**config.mk**
```make
export PLATFORM = sky130hd
export DESIGN_NAME = program_loader
export DESIGN_NICKNAME = d
export VERILOG_FILES = /design/src/rtl/program_loader.sv
export SDC_FILE = /design/constraint.sdc
export NUM_CORES = 1
export LEC_CHECK = 0
export ABC_AREA = 1
export CAP_MARGIN = 20
export CORE_ASPECT_RATIO = 1.1
export CORE_MARGIN = 1.5
export CORE_UTILIZATION = 45
export CTS_CLUSTER_SIZE = 28
export DETAILED_ROUTE_END_ITERATION = 7
export GPL_TIMING_DRIVEN = 0
export PLACE_DENSITY = 0.67
export RECOVER_POWER = 50
export SLEW_MARGIN = 20
export SYNTH_ARGS = -nofsm -noshare
export SYNTH_HDL_FRONTEND = slang
export SYNTH_SLANG_ARGS = --single-unit
```
**constraint.sdc**
```tcl
create_clock -name clk -period 1.6 [get_ports clk]
set_input_delay 0.24 -clock clk [delete_from_list [all_inputs] [get_ports clk]]
set_output_delay 0.24 -clock clk [all_outputs]
set_load 0.05 [all_outputs]
```
**src/rtl/program_loader.sv**
```systemverilog
`timescale 1ns/1ps
// program_loader: receives a framed program (count, N instructions, XOR
// checksum) over a byte stream, writes it into the instruction memory,
// zero-fills the unused tail and releases the CPU only once the image is
// complete and verified.
//
// Stream handshake: a byte moves on the rising clk edge where
// in_valid && in_ready are both high; in_ready depends only on state, never
// on in_valid, and in_data is ignored on any edge without a transfer.
module program_loader #(
    parameter int ADDR_WIDTH = 4,
    parameter int DATA_WIDTH = 8
) (
    input  logic                  clk,
    input  logic                  reset,
    input  logic                  start,
    input  logic                  in_valid,
    input  logic [DATA_WIDTH-1:0] in_data,
    output logic                  in_ready,
    output logic                  mem_wr_en,
    output logic [ADDR_WIDTH-1:0] mem_wr_addr,
    output logic [DATA_WIDTH-1:0] mem_wr_data,
    output logic                  cpu_hold,
    output logic                  busy,
    output logic                  done,
    output logic                  error
);

    localparam int DEPTH = 2 ** ADDR_WIDTH;
    // One extra bit so a full-depth count/index does not wrap to zero.
    localparam int IW = ADDR_WIDTH + 1;
    localparam logic [IW-1:0] DEPTH_I = IW'(DEPTH);
    localparam logic [IW-1:0] LAST_I  = IW'(DEPTH - 1);

    typedef enum logic [2:0] {
        IDLE,
        HEADER,
        DATA,
        CHECK,
        FILL,
        DONE,
        ERROR
    } state_t;

    // state is kept as a named internal signal so checkers can bind to it.
    state_t                state, state_n;
    logic [IW-1:0]         count, count_n;
    logic [IW-1:0]         index, index_n;
    logic [DATA_WIDTH-1:0] acc, acc_n;

    logic                  in_ready_n, busy_n, done_n, error_n, cpu_hold_n;
    logic                  wr_en_n;
    logic [ADDR_WIDTH-1:0] wr_addr_n;
    logic [DATA_WIDTH-1:0] wr_data_n;

    logic                  xfer;
    logic                  header_ok;

    assign xfer = in_valid && in_ready;

    // Count byte must be 1..DEPTH with no stray high bits.
    assign header_ok = (in_data[DATA_WIDTH-1:IW] == '0) &&
                       (in_data[IW-1:0] != '0) &&
                       (in_data[IW-1:0] <= DEPTH_I);

    // State, bookkeeping and all outputs are registered together.
    always_ff @(posedge clk or posedge reset) begin
        if (reset) begin
            state       <= IDLE;
            count       <= '0;
            index       <= '0;
            acc         <= '0;
            in_ready    <= 1'b0;
            mem_wr_en   <= 1'b0;
            mem_wr_addr <= '0;
            mem_wr_data <= '0;
            cpu_hold    <= 1'b1;
            busy        <= 1'b0;
            done        <= 1'b0;
            error       <= 1'b0;
        end else begin
            state       <= state_n;
            count       <= count_n;
            index       <= index_n;
            acc         <= acc_n;
            in_ready    <= in_ready_n;
            mem_wr_en   <= wr_en_n;
            mem_wr_addr <= wr_addr_n;
            mem_wr_data <= wr_data_n;
            cpu_hold    <= cpu_hold_n;
            busy        <= busy_n;
            done        <= done_n;
            error       <= error_n;
        end
    end

    // Next-state and next-output decode; everything holds unless a case moves it.
    always_comb begin
        state_n    = state;
        count_n    = count;
        index_n    = index;
        acc_n      = acc;
        wr_en_n    = 1'b0;
        wr_addr_n  = mem_wr_addr;
        wr_data_n  = mem_wr_data;
        cpu_hold_n = cpu_hold;
        done_n     = done;
        error_n    = error;

        case (state)
            IDLE, DONE, ERROR: begin
                if (start) begin
                    state_n    = HEADER;
                    count_n    = '0;
                    index_n    = '0;
                    acc_n      = '0;
                    done_n     = 1'b0;
                    error_n    = 1'b0;
                    cpu_hold_n = 1'b1;
                end else if (state == DONE) begin
                    // Released one cycle after entry, after the last write.
                    done_n     = 1'b1;
                    cpu_hold_n = 1'b0;
                end else if (state == ERROR) begin
                    error_n    = 1'b1;
                    cpu_hold_n = 1'b1;
                end
            end
            HEADER: begin
                if (xfer) begin
                    if (header_ok) begin
                        count_n = in_data[IW-1:0];
                        index_n = '0;
                        state_n = DATA;
                    end else begin
                        state_n = ERROR;
                    end
                end
            end
            DATA: begin
                if (xfer) begin
                    wr_en_n   = 1'b1;
                    wr_addr_n = index[ADDR_WIDTH-1:0];
                    wr_data_n = in_data;
                    acc_n     = acc ^ in_data;
                    index_n   = index + 1'b1;
                    if (index + 1'b1 == count) state_n = CHECK;
                end
            end
            CHECK: begin
                if (xfer) begin
                    if (in_data == acc) begin
                        // index already equals count: first fill address.
                        state_n = (count < DEPTH_I) ? FILL : DONE;
                    end else begin
                        state_n = ERROR;
                    end
                end
            end
            FILL: begin
                wr_en_n   = 1'b1;
                wr_addr_n = index[ADDR_WIDTH-1:0];
                wr_data_n = '0;
                index_n   = index + 1'b1;
                if (index == LAST_I) state_n = DONE;
            end
            default: state_n = IDLE;
        endcase

        in_ready_n = (state_n == HEADER) || (state_n == DATA) || (state_n == CHECK);
        busy_n     = in_ready_n || (state_n == FILL);
    end

endmodule

```
==> out/qor.yml <==
final_layout:
  instances_no_fill: 346
  final_common_cell: "nand2_1"
  fill_cells: 379
  area_delta_synth_final_pct: 30.5
  layout.nets: 307
  diodes: 0
  final_cell_mix: "nand2_1, inv_1, dfrtp_1"
  layout-drive-gt1-share: 0.184
route:
  wl_mm: 4.41
  ant_nets: 0
  vias: 1727
  first_pass_iters: 4
  drt_iter0_markers: 81
  wl_per_cell_um: 12.8
  vias_per_cell: 4.99
  drcViolationCount: 0
setup_path:
  start_kind: "flip-flop"
  cp-end-kind: "flip-flop"
  crit_slowest_cell: "dfrtp_2"
  crit_chain: "ha_4 > nand2_2 > nor2_1 > ha_1 > xor2_1 > nand3_1 > nor2_1 > a21oi_2 > nand2_1 > nand2_2 > nand2_1 > nand2_1 > nand2_1"
  path_buf_inv: 0
  cp.required_ns: 1.79
  max_stage_delay_ns: 0.43
  crit_start: "index[0]"
  crit_fanout: 3
  path_delay_family: "simple AND/OR/NAND/NOR gates"
  crit_path_frequent_cell: "nand2_1"
  r2r_start: "index[0]"
  cp.arrival_ns: 2.09
  crit_type: "reg -> reg"
pwr:
  sw_frac_of_total: 0.485
  seq_power_share: 0.305
  finalPower_mw: 5.28
  pwr-share-clk: 0.157
  power_density_nw_per_um2: 2070
  leakagePower_nw: 1.32
  power_frac_comb: 0.538
  internal-power_mw: 2.72
  ir_worst_vdd_mv: 1.11
  p_switching_mw: 2.56
global_route:
  grt_usage: 0.210
  antenna_found_initial: 0
  grt_overflow_total: 0
  grt_max_degree: 27
  grt_first_pass_wirelength_mm: 7.51
  grt_pass1_vias: 1659
floorplanning:
  core_area_um2: 4050
  top_level_ports: 30
  die-area_um2: 4750
  start_util: 0.482
  rows: 24
  die_x_um: 65.9
  die_y_um: 72.1
yosys:
  synthesis.area_um2: 1960
  ys_warn_count: 0
  ys_types: 28
  syn_avg_cell_area_um2: 7.95
  ys_seq_area_frac: 0.500
  syn_nets: 260
  ys_ff_latch: 39
  synthCells: 246
timing:
  holdWs_ns: 0.325
  finalSetupTns_ns: -0.819
  setup_ws_ns: -0.297
  slew_violations: 0
  grt_setup_unrepaired: "true"
  tightest_slew_ns: 0.583
  hold_viol_final: 0
  min_period_over_period: 1.19
  worst_clock_skew_ns: 0.00712
  layout_min_cycle_time_ns: 1.90
  timing.slew.headroom: 0.611
  fmax_mhz: 527
  setup_viol: 3
clock_network:
  clk_latency_ns: 0.30
  cts.clk_slew.worst_paths_ns: 0.08
  cts-buffers-inserted: 5
  htree_levels: 2
  clk_path_buf_depth: 2
  cts-root-buf: "clkbuf_8"
  cts_tree: "done"
  clock-sinks: 39
place:
  placed_cells: 328
  finalWeightedCongestion: 0.816
  dp_hpwl_mm: 3.10
  io_buffers: 29
status:
  violations: "setup timing"
  run_status: "finished with violations"
min_path:
  hp-start: "in_data[3]"
  hold_path_class: "in -> reg"
job:
  maxCapViolCount: 0
-- registers in the layout, summed over array words and instances, names as in the netlist --
register / flops
in_ready: 1
done: 1
busy: 1
mem_wr_data: 8
error: 1
acc: 8
count: 5
mem_wr_en: 1
index: 5
mem_wr_addr: 4
cpu_hold: 1
state: 3
-- kinds of logic (layout without fill, tap and decap cells) --
logic type	after synthesis	in the layout	synth area share
buf+inv	46	93	0.0902
xor+xnor	3	3	0.0134
simple gates	114	114	0.257
fa+ha+maj	2	2	0.0128
compound gates	42	43	0.127
flops	39	39	0.500
-- path summary, 6_finish.rpt --
path,endpoint,slack [ns],cells past startpoint
max reg2reg,busy,-0.30,13
min reg2reg,mem_wr_addr[0],0.48,2
max,busy,-0.30,13
min in group asynchronous,mem_wr_data[5],0.40,2
max in group asynchronous,state[2],0.20,3
min,count[3],0.33,3
-- worst min-delay path: stages --
cell,delay (ns)
dlymetal6s2s_1,0.18
nand3_1,0.11
o21ai_1,0.05
-- layer usage --
metal	global-route usage	share of wire	wire length, um
met4	0.0903	0.021	91
met1	0.280	0.46	2040
met2	0.324	0.49	2150
met3	0.0512	0.028	124
met5	0	0	0
-- power by group through the flow --
stage                     registers, mW  clock network (mW)  logic, mW
after floorplan                    2.20                   0       1.36
after global placement             1.63                   0       2.60
after detailed placement           1.64                   0       2.65
after CTS                          1.60               0.856       2.67
after global routing               1.66               0.893       3.13
final                              1.61               0.831       2.84
-- repair_timing --
action	CTS	global route
cloned	0	1
pin swaps	4	12
setup endpoints to repair	45	29
hold buffers	0	0
resized for setup	27	17
buffers inserted	5	4
-- layout make-up --
cell class,count,area [um^2],share of cell area
flip-flops and latches,39,980,0.384
multi-input cells,162,872,0.342
repair buffers,39,339,0.133
inverters,44,171,0.0672
clock buffers,5,68.8,0.0270
well taps,52,65.1,0.0255
clock inverters,3,43.8,0.0172
plain buffers,2,12.5,0.00490
-- cells in the mapped netlist, drive strengths merged --
library cell  instances  area share
xor2                  2      0.0090
a21oi                 6       0.023
o22ai                11       0.035
nand2                75        0.15
nand3                23       0.076
nand4                 2      0.0064
ha                    2       0.013
o21ai                22       0.058
dfrtp                38        0.49
xnor2                 1      0.0045
a21boi                1      0.0038
inv                  44       0.084
dfstp                 1       0.013
nor2                 12       0.024
a22oi                 1      0.0038
buf                   1      0.0038
a31oi                 1      0.0032
nor3                  2      0.0051
clkbuf                1      0.0019
-- per-stage QoR --
step | area, um^2 | setup slack (ns) | utilization
after floorplan | 1960 | -0.171 | -
after global placement | 2320 | -0.437 | 0.571
after detailed placement | 2340 | -0.463 | 0.576
after CTS | 2490 | -0.362 | 0.615
after global routing | 2550 | -0.381 | 0.630
final | 2550 | -0.297 | 0.630
Note: power is estimated with default switching activity, not from simulation.
